[config.mk]
export PLATFORM = sky130hd
export DESIGN_NAME = prog_launcher
export DESIGN_NICKNAME = d
export VERILOG_FILES = /design/src/rtl/prog_launcher.sv
export SDC_FILE = /design/constraint.sdc
export NUM_CORES = 1
export LEC_CHECK = 0
export ABC_CLOCK_PERIOD_IN_PS = 2700
export BUFFER_PORTS_ARGS = -buffer_cell sky130_fd_sc_hd__buf_2
export CAP_MARGIN = 20
export CELL_PAD_IN_SITES_DETAIL_PLACEMENT = 2
export CELL_PAD_IN_SITES_GLOBAL_PLACEMENT = 2
export CORE_MARGIN = 1.5
export CORE_UTILIZATION = 35
export CTS_CLUSTER_SIZE = 24
export DETAILED_ROUTE_END_ITERATION = 12
export PLACE_DENSITY_LB_ADDON = 0.1
export SLEW_MARGIN = 20
export SYNTH_ARGS = -nofsm -noshare
export SYNTH_HDL_FRONTEND = slang
export SYNTH_SLANG_ARGS = --single-unit
[constraint.sdc]
create_clock -name clk -period 2.7 [get_ports clk]
set_input_delay 0.405 -clock clk [delete_from_list [all_inputs] [get_ports clk]]
set_output_delay 0.405 -clock clk [all_outputs]
set_load 0.02 [all_outputs]
[src/rtl/prog_launcher.sv]
// Host-side sequencer that resets the processor, launches NUM_PROGS programs back to back,
// measures each program's req-to-ack latency and flags programs that never halt.
module prog_launcher #(
    parameter int          NUM_PROGS  = 3,
    parameter int          RST_CYCLES = 2,
    parameter logic [15:0] TIMEOUT    = 16'd4000
) (
    input  logic        clk,
    input  logic        init,
    input  logic        go,
    input  logic        dut_ack,
    output logic        dut_init,
    output logic        dut_req,
    output logic        busy,
    output logic        done,
    output logic        timeout,
    output logic [1:0]  prog_idx,
    output logic [15:0] last_cycles,
    output logic        cycles_valid
);

    typedef enum logic [2:0] {
        IDLE,
        RST,
        REQ,
        WAIT_LOW,
        WAIT_ACK,
        FIN
    } LaunchState;

    localparam logic [1:0]  LAST_IDX = 2'(NUM_PROGS - 1);
    localparam logic [15:0] RST_LOAD = 16'(RST_CYCLES);

    LaunchState state;
    LaunchState nextState;

    logic [15:0] rstCnt;
    logic [15:0] cnt;
    logic        startRun;
    logic        latchCycles;
    logic        advanceProg;
    logic        setTimeout;

    // Next-state logic plus one-cycle control strobes for the datapath.
    always_comb begin
        nextState   = state;
        startRun    = 1'b0;
        latchCycles = 1'b0;
        advanceProg = 1'b0;
        setTimeout  = 1'b0;
        case (state)
            IDLE: begin
                if (go) begin
                    startRun  = 1'b1;
                    nextState = RST;
                end
            end
            RST: begin
                if (rstCnt <= 16'd1) begin
                    nextState = REQ;
                end
            end
            REQ: begin
                nextState = WAIT_LOW;
            end
            WAIT_LOW: begin
                // A high ack here is left over from the previous halt.
                if (!dut_ack) begin
                    nextState = WAIT_ACK;
                end else if (cnt == TIMEOUT) begin
                    setTimeout = 1'b1;
                    nextState  = FIN;
                end
            end
            WAIT_ACK: begin
                if (dut_ack) begin
                    latchCycles = 1'b1;
                    if (prog_idx == LAST_IDX) begin
                        nextState = FIN;
                    end else begin
                        advanceProg = 1'b1;
                        nextState   = REQ;
                    end
                end else if (cnt == TIMEOUT) begin
                    setTimeout = 1'b1;
                    nextState  = FIN;
                end
            end
            FIN: begin
                nextState = IDLE;
            end
            default: begin
                nextState = IDLE;
            end
        endcase
    end

    // State register and datapath. cnt is 0 during the REQ cycle, so the value
    // seen in the cycle ack rises equals the number of cycles since req.
    always_ff @(posedge clk) begin
        if (init) begin
            state        <= IDLE;
            rstCnt       <= 16'd0;
            cnt          <= 16'd0;
            timeout      <= 1'b0;
            prog_idx     <= 2'd0;
            last_cycles  <= 16'd0;
            cycles_valid <= 1'b0;
            done         <= 1'b0;
        end else begin
            state        <= nextState;
            cycles_valid <= latchCycles;
            done         <= (state == FIN);

            if (startRun) begin
                timeout  <= 1'b0;
                prog_idx <= 2'd0;
                rstCnt   <= RST_LOAD;
            end else if (state == RST) begin
                rstCnt <= rstCnt - 16'd1;
            end

            if (nextState == REQ) begin
                cnt <= 16'd0;
            end else if (state == REQ || state == WAIT_LOW || state == WAIT_ACK) begin
                cnt <= cnt + 16'd1;
            end

            if (latchCycles) begin
                last_cycles <= cnt;
            end
            if (advanceProg) begin
                prog_idx <= prog_idx + 2'd1;
            end
            if (setTimeout) begin
                timeout <= 1'b1;
            end
        end
    end

    assign dut_init = (state == RST) || init;
    assign dut_req  = (state == REQ);
    assign busy     = (state != IDLE);

endmodule

* Word level (Yosys, flattened, before mapping)
Index checks and enable logic that the tools add are counted.
Operators by class: multiplexer cells 24, reduce and logical (&&, ||, !) cells 10, order comparisons 1, eq/ne operators 8, $add $sub $neg 3
Operators with widths (count):
- $mux 3 | 6
- $add 16x1->16 const B | 1
- $eq 16x12->1 const B | 1
- $le 16x1->1 const B | 1
- $sub 16x1->16 const B | 1
- $pmux 3 s5 | 1
- $mux 1 | 12
- $eq 3x2->1 const B | 3
- $mux 2 | 4
- $eq 3x3->1 const B | 2
- $reduce_bool 2->1 | 3
- $reduce_or 2->1 | 2
- $eq 3x1->1 const B | 1
- $logic_not 3->1 | 1
- $logic_or 1x1->1 | 3
- $reduce_bool 3->1 | 1
- $add 2x1->2 const B | 1
- $eq 2x2->1 const B | 1
- $pmux 1 s2 | 1
Storage, ports and cells: output and inout port bits 24, register bits after elaboration 56, bits of input ports 4

* Depth between registers and ports, before layout
Gate-level depths: netlist (run 1).
depth after elaboration 6, depth in mapped cells 8, gate-level depth less buffers 7

* Least setup slack after synthesis (run 1)
OpenSTA, ideal clock, no wires.
kind register to register, start point register cnt[0], end point register cnt[10], arrival time 2.045 ns, cell stages (with the launch flop) 9, library setup time 0.074 ns, slack 0.581 ns, required time 2.626 ns, clock period less this slack 2.119 ns, path through dfxtp_1 -> inv_1 -> ha_1 -> or4b_1 -> or4_4 -> a21oi_4 -> a21oi_2 -> buf_6 -> nor3_2
Between the ends: longest elaborated chain between the ends 6, elaborated cells on any way between the ends 8, those cells by class 1 x add/sub; 2 x eq/ne; 4 x mux; 1 x reduce/logical
RTL lines:
- start, declared | line 38 | logic [15:0] cnt;
- start signal, assigned | line 126 | cnt <= cnt + 16'd1;
- $eq 16x12->1 | line 70, 84
- $mux 3 | line 70, 84
- $mux 3, on equally long branches | line 76, 68
- $pmux 3 s5 | line 51 | case (state)
- $eq 3x2->1 | line 123 | if (nextState == REQ) begin
- $reduce_or 2->1 (no line)
Several ways; a longest one is shown, not always the timed one. A chain may end at the register's enable or synchronous reset.

* Worst setup path after layout (run 1)
start point register cnt[0], end point register cnt[2]
Same word-level chain as after synthesis.

==> impl_metrics.py, run 1 <==
metrics = {
    "run_status": {
        "status": "complete, no violations",
    },
    "sta": {
        "hold_viol_final": 0,
        "tightestPinTransition_ps": 609,
        "slew_viol_final": 0,
        "finalSetupTns_ps": 0,
        "post-route-min-period_ps": 2380,
        "max_freq_mhz": 420,
        "skew_ps": 10.8,
        "setup_viol": 0,
        "hold_ws_ps": 305,
        "max-slew-margin-rel": 0.594,
        "worst_slack_ps": 318,
        "timing.final.crit_share": 0.882,
        "rsz0062_at_grt": "no",
    },
    "grt": {
        "track_usage": 0.181,
        "grt_max_degree": 39,
        "grt_first_pass_wirelength_um": 11100,
        "grt_pass1_vias": 2228,
        "antenna_found_initial": 0,
        "grt_overflow": 0,
    },
    "yosys": {
        "synth.area.top_cells": "dfxtp_1, nand2_1, xor2_1, nor2_1, a21oi_1",
        "syn_inst": 302,
        "synth_edf_count": 0,
        "yosysTopAreaCellShare": 0.431,
        "ys_ff_latch": 56,
        "syn_area_um2": 2600,
        "avgSynthCellArea_um2": 8.61,
        "ys_seq_area_frac": 0.431,
        "yosysTopAreaCell": "dfxtp_1",
        "yosys_warnings": 0,
        "async_reset_ff_frac": 0,
        "synth_nets": 311,
        "yosys.cell_types.count": 45,
        "synth_flop_cell": "dfxtp_1",
    },
    "clock_network": {
        "cts_buffers": 5,
        "ctsRootBufferMaster": "clkbuf_8",
        "clock_sinks": 56,
        "cts.clk_slew.worst_paths_ps": 100,
        "post_cts_resize_count": 0,
        "ctsHoldBuffers": 0,
        "clock_latency_ps": 310,
        "cts_tree": "yes",
        "h-tree-depth": 2,
        "postCtsSetupRepairBufs": 0,
        "cts_buffer_depth": 2,
    },
    "setup_path": {
        "crit_chain": "inv_1 > ha_1 > or4b_1 > or4_4 > a21oi_4 > a21oi_2 > buf_4 > nor3_1",
        "end_kind": "flip-flop",
        "arrival_ps": 2620,
        "cp_slowest_cell": "or4_4",
        "path_buf_inv": 2,
        "reg2reg_depth": 8,
        "critPathKind": "reg -> reg",
        "r2r_setup_slack_ps": 320,
        "r2r-start": "cnt[0]$_SDFFE_PP0P_",
        "required_ps": 2940,
        "critPathTopFamily": "simple AND/OR/NAND/NOR gates",
        "slowest_delay_ps": 600,
        "r2r_end": "cnt[2]$_SDFFE_PP0P_",
        "startpoint_type": "flip-flop",
        "cp_max_fo": 14,
    },
    "power": {
        "power.static_leakage_nw": 1.10,
        "peakVddDrop_mv": 0.241,
        "total_power_mw": 2.52,
        "power_density_nw_per_um2": 858,
    },
    "cells_and_area": {
        "layout-drive-gt1-share": 0.188,
        "final_cell_mix": "dfxtp_1, nand2_1, nor2_1",
        "diodes": 0,
        "layout_commonest_cell": "dfxtp_1",
        "fin_nets": 338,
        "utilization": 0.407,
        "areaGrowthSynthToFinish_pct": 13.0,
        "instances_no_fill": 429,
        "postLayoutCellArea_um2": 2940,
    },
    "drt": {
        "wl_per_cell_um": 15.6,
        "drt_first_pass_iters": 4,
        "post-route-drc-count": 0,
        "routed_via_density": 5.07,
        "wl_um": 6700,
        "via_count": 2177,
        "drt-initial-drc-count": 73,
        "ant_nets": 0,
    },
    "place": {
        "dpl.cell_count": 421,
        "placed_area_um2": 2850,
        "gp_congestion": 0.689,
        "io_buffers": 27,
        "dp_hpwl_um": 4800,
        "dpl_worst_slack_ps": 334,
    },
    "run": {
        "max_cap_viol_count": 0,
    },
    "min_path": {
        "holdPathStages": 2,
        "worstHoldStart": "init",
        "hold_end": "rstCnt[1]$_SDFFE_PP0P_",
        "hold_class": "in -> reg",
    },
    "floorplan": {
        "fp.dieW_um": 89.2,
        "start_util": 0.360,
        "die_h_um": 89.2,
        "pin_count": 28,
        "rows": 31,
        "core_um2": 7210,
        "dieArea_um2": 7950,
    },
}
-- worst max-delay path by stage --
stage | from | end | slack (ps) | cells after the start
detailed placement | cnt[0]$_SDFFE_PP0P_ | cnt[3]$_SDFFE_PP0P_ | 330 | 8
finish | cnt[0]$_SDFFE_PP0P_ | cnt[2]$_SDFFE_PP0P_ | 320 | 8
global route | cnt[0]$_SDFFE_PP0P_ | cnt[2]$_SDFFE_PP0P_ | 190 | 8
floorplan | cnt[0]$_SDFFE_PP0P_ | cnt[10]$_SDFFE_PP0P_ | 580 | 8
global placement | cnt[0]$_SDFFE_PP0P_ | cnt[5]$_SDFFE_PP0P_ | 410 | 8
CTS | cnt[0]$_SDFFE_PP0P_ | cnt[2]$_SDFFE_PP0P_ | 290 | 8
-- kinds of logic after synthesis --
family / Yosys count / share of synthesized area
simple gates: 146 / 0.299
xor+xnor: 28 / 0.0943
compound gates: 45 / 0.116
fa+ha+maj: 5 / 0.0241
buf+inv: 22 / 0.0351
flops: 56 / 0.431
-- power breakdown --
group | total (mW) | switching (mW) | internal, mW
clock | 0.463 | 0.277 | 0.186
sequential | 1.06 | 0.129 | 0.934
combinational | 0.995 | 0.600 | 0.396
total | 2.52 | 1.01 | 1.52
-- metal layers --
layer	GRT usage	share of wire	vias to the layer above
met5	0	0	-
met4	0.0545	0.0094	0
met3	0.0277	0.023	5
met2	0.325	0.52	19
met1	0.224	0.44	1074
li1	-	-	1079
-- sequential cells by signal, indices dropped and copies added, names as in the netlist --
name / flops
cycles_valid: 1
prog_idx: 2
timeout: 1
last_cycles: 16
cnt: 16
state: 3
rstCnt: 16
done: 1
-- cell type report --
class	instances	area (um2)
Sequential cell	56	1120
Tap cell	99	124
Timing Repair Buffer	35	195
Clock buffer	7	76.3
Fill cell	855	4280
Clock inverter	1	8.76
Multi-Input combinational cell	224	1390
Inverter	7	26.3
-- Yosys cell counts, types with 3 or more instances --
master	n
a2111oi_2	3
a21oi_1	25
clkbuf_1	12
dfxtp_1	56
ha_1	5
inv_1	7
nand2_1	47
nand2b_1	3
nand3_1	10
nand3b_1	3
nand4_1	3
nor2_1	36
nor3_1	6
nor3_2	10
o211ai_1	3
o21ai_0	5
or3_1	5
xnor2_1	11
xor2_1	17
(Power assumes the default switching activity.)
==> inputs of run 2 (changes only) <==
--- a/config.mk
+++ b/config.mk
@@ -7,2 +7,3 @@
 export LEC_CHECK = 0
+export ABC_AREA = 1
 export ABC_CLOCK_PERIOD_IN_PS = 2700
@@ -13,3 +14,4 @@
 export CORE_MARGIN = 1.5
-export CORE_UTILIZATION = 35
+export CORE_UTILIZATION = 34
+export CTS_CLUSTER_DIAMETER = 60
 export CTS_CLUSTER_SIZE = 24
==> constraint.sdc (replaced) <==
create_clock -name clk -period 2.7 [get_ports clk]
set_input_delay 0.135 -clock clk [delete_from_list [all_inputs] [get_ports clk]]
set_output_delay 0.135 -clock clk [all_outputs]
set_load 0.02 [all_outputs]
==> impl_metrics.py, run 2 <==
metrics = {
    "floorplan": {
        "die_h_um": 95.0,
        "dieArea_um2": 9020,
        "pin_count": 28,
        "rows": 33,
        "fp.dieW_um": 95.0,
        "core_um2": 8220,
        "start_util": 0.350,
    },
    "yosys": {
        "synth_edf_count": 0,
        "yosys_warnings": 0,
        "synth_flop_cell": "dfxtp_1",
        "syn_inst": 395,
        "synthMuxAreaShare": 0,
        "yosysTopAreaCell": "dfxtp_1",
        "synthXorXnorAreaFrac": 0.0518,
        "synth.area.top_cells": "dfxtp_1, nand2_1, nor2_1, a21oi_1, inv_1",
        "syn_area_um2": 2880,
        "yosysTopAreaCellShare": 0.390,
        "synth_top_family_by_area": "simple AND/OR/NAND/NOR gates",
        "synth-simple-area-share": 0.366,
        "synth_nets": 404,
        "yosys.cell_types.count": 37,
        "ys_ff_latch": 56,
        "synth-adder-area-share": 0.0218,
        "synth.most_common_cell": "nand2_1",
        "synth_common_cells": "nand2_1, nor2_1, dfxtp_1",
        "avgSynthCellArea_um2": 7.28,
        "synth-compound-area-share": 0.0879,
        "async_reset_ff_frac": 0,
        "ys_seq_area_frac": 0.390,
    },
    "clock_network": {
        "post_cts_resize_count": 0,
        "cts_buffers": 5,
        "postCtsSetupRepairBufs": 0,
        "cts_buffer_depth": 2,
        "ctsHoldBuffers": 0,
        "clock_sinks": 56,
        "cts.clk_slew.worst_paths_ps": 100,
        "cts_tree": "yes",
        "clock_latency_ps": 310,
        "ctsRootBufferMaster": "clkbuf_8",
        "h-tree-depth": 2,
    },
    "setup_path": {
        "critPathKind": "reg -> out",
        "arrival_ps": 1830,
        "cp_max_fo": 7,
        "required_ps": 2570,
        "startpoint_type": "flip-flop",
        "end_kind": "output pin",
    },
    "cells_and_area": {
        "layout_commonest_cell": "nand2_1",
        "fin_nets": 428,
        "fillers": 998,
        "multi_input_area_um2": 1520,
        "reg.largest.list": "cnt x16, last_cycles x16, rstCnt x16",
        "final_cell_mix": "nand2_1, nor2_1, dfxtp_1",
        "register_area_um2": 1120,
        "postLayoutCellArea_um2": 3210,
        "diodes": 0,
        "areaGrowthSynthToFinish_pct": 11.6,
        "layout-drive-gt1-share": 0.174,
    },
    "drt": {
        "via_count": 2598,
        "routed_via_density": 4.95,
        "wl_per_cell_um": 14.8,
        "ant_nets": 0,
        "post-route-drc-count": 0,
        "drt-initial-drc-count": 60,
        "wl_um": 7770,
        "drt_first_pass_iters": 4,
    },
    "sta": {
        "rsz0062_at_grt": "no",
        "max-slew-margin-rel": 0.631,
        "hold_ws_ps": 272,
        "hold_viol_final": 0,
        "tightestPinTransition_ps": 553,
        "post-route-min-period_ps": 1970,
        "slew_viol_final": 0,
        "skew_ps": 7.66,
        "max_freq_mhz": 508,
        "finalSetupTns_ps": 0,
        "timing.final.crit_share": 0.729,
        "setup_viol": 0,
    },
    "grt": {
        "grt_max_degree": 25,
        "track_usage": 0.191,
        "grt_pass1_vias": 2750,
        "antenna_found_initial": 0,
        "grt_first_pass_wirelength_um": 13300,
        "grt_overflow": 0,
    },
    "place": {
        "gp_congestion": 0.836,
        "placed_area_um2": 3080,
        "io_buffers": 27,
        "dp_hpwl_um": 5920,
    },
    "power": {
        "power_density_nw_per_um2": 901,
        "peakVddDrop_mv": 0.427,
        "total_power_mw": 2.89,
        "power.static_leakage_nw": 1.33,
    },
    "run_status": {
        "status": "complete, no violations",
    },
    "min_path": {
        "hold_class": "in -> reg",
    },
    "run": {
        "max_cap_viol_count": 0,
    },
}
run 2: cell count changes in the layout (fill, tap and decap cells not counted), moves of 7 or more:
cell / before / now
xnor2_1: 11 / 4
nor3_2: 10 / 2
a21oi_1: 25 / 34
buf_4: 8 / 1
inv_1: 7 / 38
nor2_2: 0 / 8
nand2_1: 47 / 75
nor2_1: 36 / 59
nor2_4: 0 / 10
nand3_1: 10 / 28
run 2: final cells by class:
class	count	share of cell area
multi-input cells	284	0.473
inverters	44	0.0530
well taps	105	0.0409
repair buffers	28	0.0444
clock buffers	7	0.0300
clock inverters	1	0.00936
flip-flops and latches	56	0.349
run 2: cells by family (layout without fill, tap and decap cells):
| logic type | count (synthesis) | count (layout) |
|---|---|---|
| flip-flops | 56 | 56 |
| buffers and inverters | 55 | 80 |
| AND/OR/NAND/NOR | 215 | 215 |
| XOR/XNOR | 17 | 17 |
| adder cells (fa/ha/maj) | 5 | 5 |
| AO/OA/AOI/OAI | 47 | 47 |
run 2: metal layers:
metal  global-route usage  wire length [um]  vias up
met3               0.0298               212        9
met5                    0                 0        -
li1                     -                 -     1309
met2                0.316              3580       32
met1                0.256              3870     1248
met4               0.0535               116        0
run 2: stage by stage:
| step | cells | utilization | setup WS, ps |
|---|---|---|---|
| 2_1_floorplan | 395 | - | 1100 |
| 3_5_place_dp | 517 | 0.375 | 789 |
| 4_1_cts | 525 | 0.391 | 707 |
| 6_report | 525 | 0.391 | 731 |
| 3_3_place_gp | 517 | 0.375 | 899 |
| 5_1_grt | 525 | 0.391 | 560 |
run 2: worst paths after layout:
kind                                      end  cells past startpoint                        start  slack (ps)
setup / recovery                     dut_init                      6          state[0]$_SDFF_PP0_         730
hold / removal        cycles_valid$_SDFF_PP0_                      2                         init         270
setup reg to reg          cnt[5]$_SDFFE_PP0P_                     11       rstCnt[0]$_SDFFE_PP0P_         760
hold reg to reg   last_cycles[9]$_SDFFE_PP0P_                      2  last_cycles[9]$_SDFFE_PP0P_         470
run 2: critical path, stage by stage (launching register included):
cell,delay (ps)
dfxtp_1,450
inv_2,60
nor3_2,370
buf_4,240
inv_1,140
nand2_1,90
buf_2,160
run 2: where the power goes:
group | switching [mW] | total (mW) | internal, mW
sequential | 0.115 | 1.03 | 0.920
combinational | 0.844 | 1.25 | 0.403
clock | 0.283 | 0.611 | 0.328
==> inputs of run 3 (changes only) <==
- ABC_AREA: 1 -> 0
- ABC_CLOCK_PERIOD_IN_PS: 2700 -> 1800
- CORE_UTILIZATION: 34 -> 32
- clock period: 2.7 -> 1.8 ns (I/O delays scaled with it)
==> impl_metrics.py, run 3 (synthesis gave the netlist of run 1 again) <==
metrics = {
    "drt": {
        "drt_first_pass_iters": 4,
        "ant_nets": 0,
        "via_count": 2489,
        "routed_via_density": 5.01,
        "post-route-drc-count": 0,
        "drt-initial-drc-count": 33,
        "wl_um": 9250,
        "wl_per_cell_um": 18.6,
    },
    "setup_path": {
        "cp-startpoint": "cnt[0]$_SDFFE_PP0P_",
        "cp_slowest_cell": "or4_4",
        "cp_max_fo": 5,
        "r2r_setup_slack_ps": -420,
        "cp.depth": 8,
        "startpoint_type": "flip-flop",
        "endpoint": "cnt[14]$_SDFFE_PP0P_",
        "required_ps": 2040,
        "path_buf_inv": 2,
        "path_common_cell": "a21oi_4",
        "r2r-start": "cnt[0]$_SDFFE_PP0P_",
        "arrival_ps": 2460,
        "end_kind": "flip-flop",
        "critPathTopFamily": "simple AND/OR/NAND/NOR gates",
        "slowest_delay_ps": 470,
        "reg2reg_depth": 8,
        "crit_chain": "inv_2 > ha_4 > or4b_4 > or4_4 > a21oi_4 > a21oi_4 > buf_12 > nor3_2",
        "r2r_end": "cnt[14]$_SDFFE_PP0P_",
        "critPathKind": "reg -> reg",
    },
    "sta": {
        "worst_slack_ps": -423,
        "setup_viol": 23,
        "rsz0062_at_grt": "yes",
        "slew_viol_final": 0,
        "post-route-min-period_ps": 2220,
        "max-slew-margin-rel": 0.609,
        "tightestPinTransition_ps": 580,
        "timing.final.crit_share": 1.24,
        "finalSetupTns_ps": -7010,
        "hold_viol_final": 0,
        "skew_ps": 6.42,
        "max_freq_mhz": 450,
    },
    "min_path": {
        "hold_class": "in -> reg",
    },
    "power": {
        "p_sw_mw": 2.04,
        "p_sw_frac": 0.400,
        "power_density_nw_per_um2": 1380,
        "p_clk_frac": 0.142,
        "seq_power_share": 0.303,
        "total_power_mw": 5.10,
        "power.static_leakage_nw": 1.44,
        "share_comb_of_total_power": 0.555,
        "peakVddDrop_mv": 0.615,
        "p_int_mw": 3.06,
    },
    "floorplan": {
        "rows": 32,
        "start_util": 0.333,
        "die_h_um": 93.1,
        "dieArea_um2": 8680,
        "pin_count": 28,
        "core_um2": 7810,
        "fp.dieW_um": 93.1,
    },
    "clock_network": {
        "cts_buffer_depth": 2,
        "ctsRootBufferMaster": "clkbuf_8",
        "clock_latency_ps": 310,
        "h-tree-depth": 2,
        "cts_tree": "yes",
        "cts.clk_slew.worst_paths_ps": 110,
        "ctsHoldBuffers": 0,
        "clock_sinks": 56,
        "cts_buffers": 5,
    },
    "place": {
        "gp_congestion": 0.706,
        "dp_hpwl_um": 5860,
        "placed_area_um2": 3310,
        "io_buffers": 27,
    },
    "run": {
        "max_cap_viol_count": 0,
    },
    "cells_and_area": {
        "utilization": 0.472,
        "fillers": 872,
        "final_cell_mix": "buf_4, dfxtp_1, nand2_1",
        "layout-drive-gt1-share": 0.397,
        "areaGrowthSynthToFinish_pct": 41.6,
        "diodes": 0,
        "reg.largest.list": "cnt x16, last_cycles x16, rstCnt x16",
        "postLayoutCellArea_um2": 3680,
        "layout_commonest_cell": "buf_4",
        "fin_nets": 403,
    },
    "run_status": {
        "status": "complete, but fails checks",
        "violations": "negative setup slack",
    },
    "grt": {
        "grt_pass1_vias": 2651,
        "grt_first_pass_wirelength_um": 14000,
        "grt_max_degree": 34,
        "antenna_found_initial": 0,
        "track_usage": 0.210,
        "grt_overflow": 0,
    },
}
==> run 3: layout make-up <==
type                            instances  area [um2]  share of cell area
Multi-Input combinational cell        225        1570               0.425
Sequential cell                        56        1130               0.306
Timing Repair Buffer                   99         746               0.203
Tap cell                              102         128              0.0347
Clock buffer                            6        72.6              0.0197
Inverter                                7        26.3             0.00714
Clock inverter                          2        16.3             0.00442
==> run 3: how the worst min path moves through the flow <==
stage               startpoint                        to  cells after the start
CTS                       init  prog_idx[1]$_SDFFE_PP0P_                      2
global placement          init      timeout$_SDFFE_PP0P_                      2
floorplan                 init           done$_SDFF_PP0_                      1
finish                    init  prog_idx[1]$_SDFFE_PP0P_                      2
global route              init      timeout$_SDFFE_PP0P_                      2
detailed placement        init  prog_idx[1]$_SDFFE_PP0P_                      2
==> run 3: per-layer routing <==
metal / GRT usage / share of wire / up-vias
li1: - / - / 1213
met5: 0 / 0 / -
met4: 0.0619 / 0.020 / 0
met2: 0.387 / 0.55 / 30
met3: 0.0317 / 0.017 / 14
met1: 0.248 / 0.42 / 1232
==> run 3: power by group through the flow <==
stage          Clock, mW  Sequential [mW]  Combinational [mW]
2_1_floorplan          0             1.55                1.26
3_3_place_gp           0             1.54                2.16
3_5_place_dp           0             1.55                2.23
4_1_cts            0.742             1.52                2.45
5_1_grt            0.797             1.57                3.07
6_report           0.725             1.55                2.83
==> run 3: per-stage QoR <==
| step | cells | hold slack (ps) | setup slack [ps] |
|---|---|---|---|
| 2_1_floorplan | 302 | 168 | -164 |
| 3_3_place_gp | 476 | 408 | -321 |
| 3_5_place_dp | 476 | 432 | -339 |
| 4_1_cts | 487 | 92.4 | -322 |
| 5_1_grt | 497 | 94.5 | -482 |
| 6_report | 497 | 85.1 | -423 |
==> run 3: what timing repair did <==
item,CTS,global route
pin swaps,8,7
buffers inserted,3,9
resized for setup,13,35
gates cloned,1,1
endpoints found under the setup margin,21,34
